### config.mk
export PLATFORM = sky130hd
export DESIGN_NAME = ravenoc_ni_tx
export DESIGN_NICKNAME = d
export VERILOG_FILES = /design/src/rtl/ravenoc_ni_tx.sv
export SDC_FILE = /design/constraint.sdc
export NUM_CORES = 1
export LEC_CHECK = 0
export ABC_CLOCK_PERIOD_IN_PS = 3400
export CORE_MARGIN = 3
export CORE_UTILIZATION = 25
export CTS_BUF_LIST = sky130_fd_sc_hd__clkbuf_16
export CTS_CLUSTER_DIAMETER = 150
export DETAILED_ROUTE_END_ITERATION = 10
export GPL_ROUTABILITY_DRIVEN = 0
export PLACE_DENSITY = 0.59
export SLEW_MARGIN = 5
export SYNTH_ARGS = -nofsm -noshare
export SYNTH_HDL_FRONTEND = slang
export SYNTH_SLANG_ARGS = --single-unit
### constraint.sdc
create_clock -name clk -period 3.4 [get_ports clk]
set_input_delay 0.34 -clock clk [delete_from_list [all_inputs] [get_ports clk]]
set_output_delay 0.34 -clock clk [all_outputs]
set_load 0.02 [all_outputs]
### src/rtl/ravenoc_ni_tx.sv
// Network-interface injector: turns a packet request plus a payload stream into
// HEAD/BODY/TAIL wormhole flits. Define RAVENOC_NI_DEST_CHECK_EN to drop out-of-mesh requests.
module ravenoc_ni_tx #(
    parameter int FLIT_DATA_WIDTH = 32,
    parameter int X_WIDTH         = 2,
    parameter int Y_WIDTH         = 2,
    parameter int PKT_LEN_WIDTH   = 8,
    parameter int NOC_ROWS        = 2,
    parameter int NOC_COLS        = 2
) (
    input  logic                       clk,
    input  logic                       arst,
    input  logic                       pkt_valid_i,
    output logic                       pkt_ready_o,
    input  logic [X_WIDTH-1:0]         pkt_x_dest_i,
    input  logic [Y_WIDTH-1:0]         pkt_y_dest_i,
    input  logic [PKT_LEN_WIDTH-1:0]   pkt_len_i,
    input  logic                       data_valid_i,
    input  logic [FLIT_DATA_WIDTH-1:0] data_i,
    output logic                       data_ready_o,
    output logic                       flit_valid_o,
    output logic [FLIT_DATA_WIDTH+1:0] flit_o,
    input  logic                       flit_ready_i,
    output logic                       busy_o,
    output logic                       err_o
);

    localparam int FLIT_WIDTH = FLIT_DATA_WIDTH + 2;
    localparam int HDR_WIDTH  = X_WIDTH + Y_WIDTH + PKT_LEN_WIDTH;

    localparam logic [1:0] FLIT_HEAD      = 2'b00;
    localparam logic [1:0] FLIT_BODY      = 2'b01;
    localparam logic [1:0] FLIT_TAIL      = 2'b10;
    localparam logic [1:0] FLIT_HEAD_ONLY = 2'b11;

    localparam logic [PKT_LEN_WIDTH-1:0] CNT_ONE = PKT_LEN_WIDTH'(1);

    typedef enum logic [1:0] {
        ST_IDLE    = 2'd0,
        ST_PAYLOAD = 2'd1
`ifdef RAVENOC_NI_DEST_CHECK_EN
        ,
        ST_DROP    = 2'd2
`endif
    } state_t;

    state_t                     state_q, state_d;
    logic [PKT_LEN_WIDTH-1:0]   cnt_q, cnt_d;
    logic                       flit_valid_q, flit_valid_d;
    logic [FLIT_WIDTH-1:0]      flit_q, flit_d;
    logic                       can_load;
    logic                       load_head;
    logic                       pkt_has_payload;
    logic [FLIT_DATA_WIDTH-1:0] head_data;

    // NOTE: the output register may only be overwritten once its current flit is
    // taken (or it is empty); otherwise a stalled flit would change under the router.
    assign can_load        = !flit_valid_q || flit_ready_i;
    assign pkt_has_payload = (pkt_len_i != '0);
    assign head_data       = {pkt_x_dest_i, pkt_y_dest_i, pkt_len_i,
                              {(FLIT_DATA_WIDTH-HDR_WIDTH){1'b0}}};

`ifdef RAVENOC_NI_DEST_CHECK_EN
    localparam logic [X_WIDTH:0] X_LIMIT = (X_WIDTH+1)'(NOC_ROWS);
    localparam logic [Y_WIDTH:0] Y_LIMIT = (Y_WIDTH+1)'(NOC_COLS);

    logic dest_bad;
    logic err_q, err_d;

    assign dest_bad = ({1'b0, pkt_x_dest_i} >= X_LIMIT) || ({1'b0, pkt_y_dest_i} >= Y_LIMIT);
`endif

    // NOTE: every variable gets a default at the top so no path leaves one unassigned (no latches).
    always_comb begin
        state_d      = state_q;
        cnt_d        = cnt_q;
        flit_d       = flit_q;
        flit_valid_d = flit_valid_q && !flit_ready_i;
        pkt_ready_o  = 1'b0;
        data_ready_o = 1'b0;
        load_head    = 1'b0;
`ifdef RAVENOC_NI_DEST_CHECK_EN
        err_d        = 1'b0;
`endif

        unique case (state_q)
            ST_IDLE: begin
                // Readies are masked while arst is held so every output reads 0 in reset.
                pkt_ready_o = can_load && !arst;
                if (pkt_valid_i && pkt_ready_o) begin
                    cnt_d = pkt_len_i;
`ifdef RAVENOC_NI_DEST_CHECK_EN
                    if (dest_bad) begin
                        err_d   = 1'b1;
                        state_d = pkt_has_payload ? ST_DROP : ST_IDLE;
                    end else begin
                        load_head = 1'b1;
                    end
`else
                    load_head = 1'b1;
`endif
                    if (load_head) begin
                        flit_valid_d = 1'b1;
                        flit_d       = {pkt_has_payload ? FLIT_HEAD : FLIT_HEAD_ONLY, head_data};
                        state_d      = pkt_has_payload ? ST_PAYLOAD : ST_IDLE;
                    end
                end
            end

            ST_PAYLOAD: begin
                data_ready_o = can_load && !arst;
                if (data_valid_i && data_ready_o) begin
                    flit_valid_d = 1'b1;
                    flit_d       = {(cnt_q == CNT_ONE) ? FLIT_TAIL : FLIT_BODY, data_i};
                    cnt_d        = cnt_q - CNT_ONE;
                    if (cnt_q == CNT_ONE) begin
                        state_d = ST_IDLE;
                    end
                end
            end

`ifdef RAVENOC_NI_DEST_CHECK_EN
            ST_DROP: begin
                data_ready_o = !arst;
                if (data_valid_i && data_ready_o) begin
                    cnt_d = cnt_q - CNT_ONE;
                    if (cnt_q == CNT_ONE) begin
                        state_d = ST_IDLE;
                    end
                end
            end
`endif

            default: begin
                state_d = ST_IDLE;
            end
        endcase
    end

    // NOTE: sequential state uses non-blocking assignments only.
    always_ff @(posedge clk or posedge arst) begin
        if (arst) begin
            state_q      <= ST_IDLE;
            cnt_q        <= '0;
            flit_valid_q <= 1'b0;
            flit_q       <= '0;
        end else begin
            state_q      <= state_d;
            cnt_q        <= cnt_d;
            flit_valid_q <= flit_valid_d;
            flit_q       <= flit_d;
        end
    end

`ifdef RAVENOC_NI_DEST_CHECK_EN
    always_ff @(posedge clk or posedge arst) begin
        if (arst) begin
            err_q <= 1'b0;
        end else begin
            err_q <= err_d;
        end
    end

    assign err_o = err_q;
`else
    assign err_o = 1'b0;
`endif

    assign flit_valid_o = flit_valid_q;
    assign flit_o       = flit_q;
    assign busy_o       = (state_q != ST_IDLE) || flit_valid_q;

endmodule

==> summary.txt <==
Clock network
  • Clock sink count: 44
  • Root buf cell: clkbuf_16
  • Post-CTS setup buffer count: 0
  • Clock tree from TritonCTS: yes
  • Clock insertion delay at the later pin of the skew report: 280 ps
  • H-tree depth reported by CTS: 2
  • Gates resized, CTS repair: 0
  • Maximum clock insertion buffer count: 2
  • Number of buffers added to fix hold violations after cts: 0
  • Register clock-pin slew on the reported worst setup and hold paths: 60 ps
  • Number of CTS-inserted buffers: 5

Logic synthesis
  • Synthesized cell area: 2072 µm²
  • Number of enable flip-flop cells after synthesis: 0
  • Yosys cell types: 36
  • Dominant cells by area after synthesis: dfrtp_1 (53%), nand2_1 (11%), nand3_1 (5.8%), mux2i_1 (5.3%), o21ai_0 (4.3%)
  • Most frequent cell after synthesis: nand2_1
  • Share of synthesized registers carrying an async set or reset: 100.0%
  • Sequential element share of the synthesized area: 53.14%
  • Number of register bits inferred by synthesis: 44
  • Leading cell types by count after synthesis: nand2_1 (60), dfrtp_1 (44), nand3_1 (24), o21ai_0 (18), mux2i_1 (11)
  • Number of cells produced by synthesis: 225
  • Top flip-flop cell by instance count after synthesis: dfrtp_1
  • Total number of yosys warnings: 0
  • Number of nets in the synthesized netlist: 276
  • Syn Area/Cell: 9.209 µm²
  • Top cell type by total area after synthesis: dfrtp_1
  • Simple-gate area share of the yosys netlist: 22.89%
  • Share of synthesized area spent on multiplexers: 5.857%
  • Main combinational cell family by area after synthesis: simple AND/OR/NAND/NOR gates
  • Fraction of synthesized cell area in xor and xnor cells: 0%
  • Complex-gate fraction of the synthesized area: 12.44%
  • Fraction of the mapped netlist area in adder cells: 1.208%
  • Share of the synthesized area in the top cell type: 53.14%

Setup path
  • Worst setup path startpoint: state_q[0]
  • CP delay by family, top: buffers and inverters
  • Critical path required time: 3060 ps
  • Maximum fanout count along the critical path: 23
  • Worst setup path endpoint: data_ready_o
  • CP arrival: 2100 ps
  • Series of cell instances along the critical path: inv_1 > nor3_1 > clkdlybuf4s50_1
  • Worst path max stage delay: 700 ps
  • Worst setup EP type: output pin
  • Number of cells traversed by the worst register-to-register path: 5
  • Worst R2R End: cnt_q[4]
  • Crit-path slowest cell: dfrtp_2
  • Startpoint class of the critical path: flop
  • Reg-to-reg setup timing slack: 1230 ps
  • Kind of critical path: flop to output pin
  • Origin of the critical flop-to-flop path: state_q[0]
  • Buffering stage count on the worst path with inverters included: 2
  • Instance count on the critical path: 3

STA
  • Max Clock Skew: 6.260 ps
  • Setup TNS: 0 ps
  • Setup-violating endpoint count in the final report: 0
  • Highest achievable clock rate: 0.4098 GHz
  • Transition at the pin with the smallest max-transition slack: 516.1 ps
  • Hold_ws: 411.2 ps
  • Unrepaired setup endpoints after global routing: no
  • Slew Viols, Final: 0
  • Final hold violation count: 0
  • Final period util: 71.77%
  • Relative slew margins: 65.59%
  • Final critical-path required period: 2440 ps

Run
  • Number of maximum-capacitance violations: 0

Finish
  • Layout-stage area growth over the synthesis result: 53.56%
  • Share of layout cells above drive strength 1: 5.556%
  • Post-layout net count: 357
  • Antenna diodes: 0
  • Core Util, Final: 40.34%

GRT
  • Met1 track utilization from global routing: 15.62%
  • Aggregate global routing overflow: 0
  • Global Route met3 Usage: 2.884%
  • GRT met2 Usage: 20.33%
  • Total track usage: 12.17%
  • Maximum number of pins on one net before global-route repair: 36
  • Most utilized layer in the global route result: met2
  • Wire length of the first global-routing pass: 9280 µm
  • Via count of the first global-routing pass: 1801
  • Initial antenna violation count: 0

Floorplanning
  • Height of the die: 97.04 µm
  • Core footprint: 7888 µm²
  • Standard-cell row count: 32
  • Die X-Extent: 97.04 µm
  • Count of pins on the block boundary: 88
  • Starting Density: 26.27%
  • Area of the die: 9417 µm²

Placed design
  • Buffers added on ports: 86
  • Final HPWL DP: 4219 µm

Drt
  • Iteration count of the initial detailed-routing pass: 4
  • Via count: 1917
  • WL per Instance: 14.32 µm
  • Final wirelength: 5843 µm
  • Routed vias/inst: 4.699
  • Number of remaining DRC errors: 0
  • DR iter-0 viols: 132
  • Count of nets left with antenna violations after detail routing: 0

Power
  • Sum of internal, switching and leakage power: 1.878 mW
  • Static leakage: 1.460 nW
  • Worst IR drop on VDD: 239.1 µV
  • Power Dens Cells: 590.3 nW/µm²

Outcome
  • Outcome: finished clean

Hold path
  • Class of the tightest hold or removal check: input pin to asynchronous set/reset pin
==> worst register-to-register path, delay by kind of cell, from the launching register on <==
family | cells | cell delay (ps)
multiplexers | 1 | 400
AO/OA/AOI/OAI | 2 | 260
AND/OR/NAND/NOR | 1 | 280
buffers and inverters | 1 | 390
flip-flops | 1 | 700
==> how the worst min path moves through the flow <==
stage / cells past startpoint / slack [ps] / end
finish: 2 / 410 / cnt_q[1]
global route: 2 / 440 / cnt_q[1]
CTS: 2 / 430 / cnt_q[1]
detailed placement: 2 / 460 / flit_o[1]
global placement: 2 / 450 / flit_o[6]
floorplan: 2 / 480 / flit_o[15]
==> cell type report <==
class	instances	area [µm²]
fillers	799	4706
flip-flops and latches	44	1102
repair buffers	90	890.9
multi-input cells	161	887.1
well taps	102	127.6
clock buffers	5	125.1
clock inverters	2	33.78
inverters	4	15.01
==> where the power goes <==
group	leakage, nW	switching (mW)	internal [mW]	total, mW
Sequential	0.534	0.105	0.652	0.757
Clock	0.0811	0.187	0.340	0.527
Combinational	0.844	0.298	0.296	0.594
Total	1.46	0.590	1.29	1.88
==> state kept, by name (all words and copies together), names as in the netlist <==
signal and cells:
state_q 1, flit_valid_o 1, cnt_q 8, flit_o 34
==> through the flow <==
stage	setup WS (ps)	cells	area [µm²]
floorplan	1186	225	2072
global placement	1109	401	3023
detailed placement	1039	401	3023
CTS	965.8	408	3182
global route	858.0	408	3182
finish	959.7	408	3182
==> cells by family (layout without fill, tap and decap cells) <==
group,Yosys count,in the layout
mux,12,12
simple gates,105,105
buf+inv,20,101
compound gates,41,41
fa+ha+maj,2,2
flops,44,44
other cells,1,1
==> cells in the final DEF, fill, tap and decap left out, drive strengths merged, types with 3 or more instances in the layout <==
master,Yosys,layout
clkdlybuf4s50,0,86
o21ai,19,19
a2bb2oi,3,3
clkbuf,3,5
nand2,60,60
nor2,6,6
buf,13,4
a21oi,9,9
inv,4,5
dfrtp,44,44
nor3,3,3
mux2i,11,11
nor4,3,3
nand3,24,24
==> routing by layer <==
layer	part of all wire, %	up-vias
met5	0	-
met4	1.1	0
met3	6.0	6
met2	49	65
met1	44	911
li1	-	935
Power figures use the tool's default switching activity.
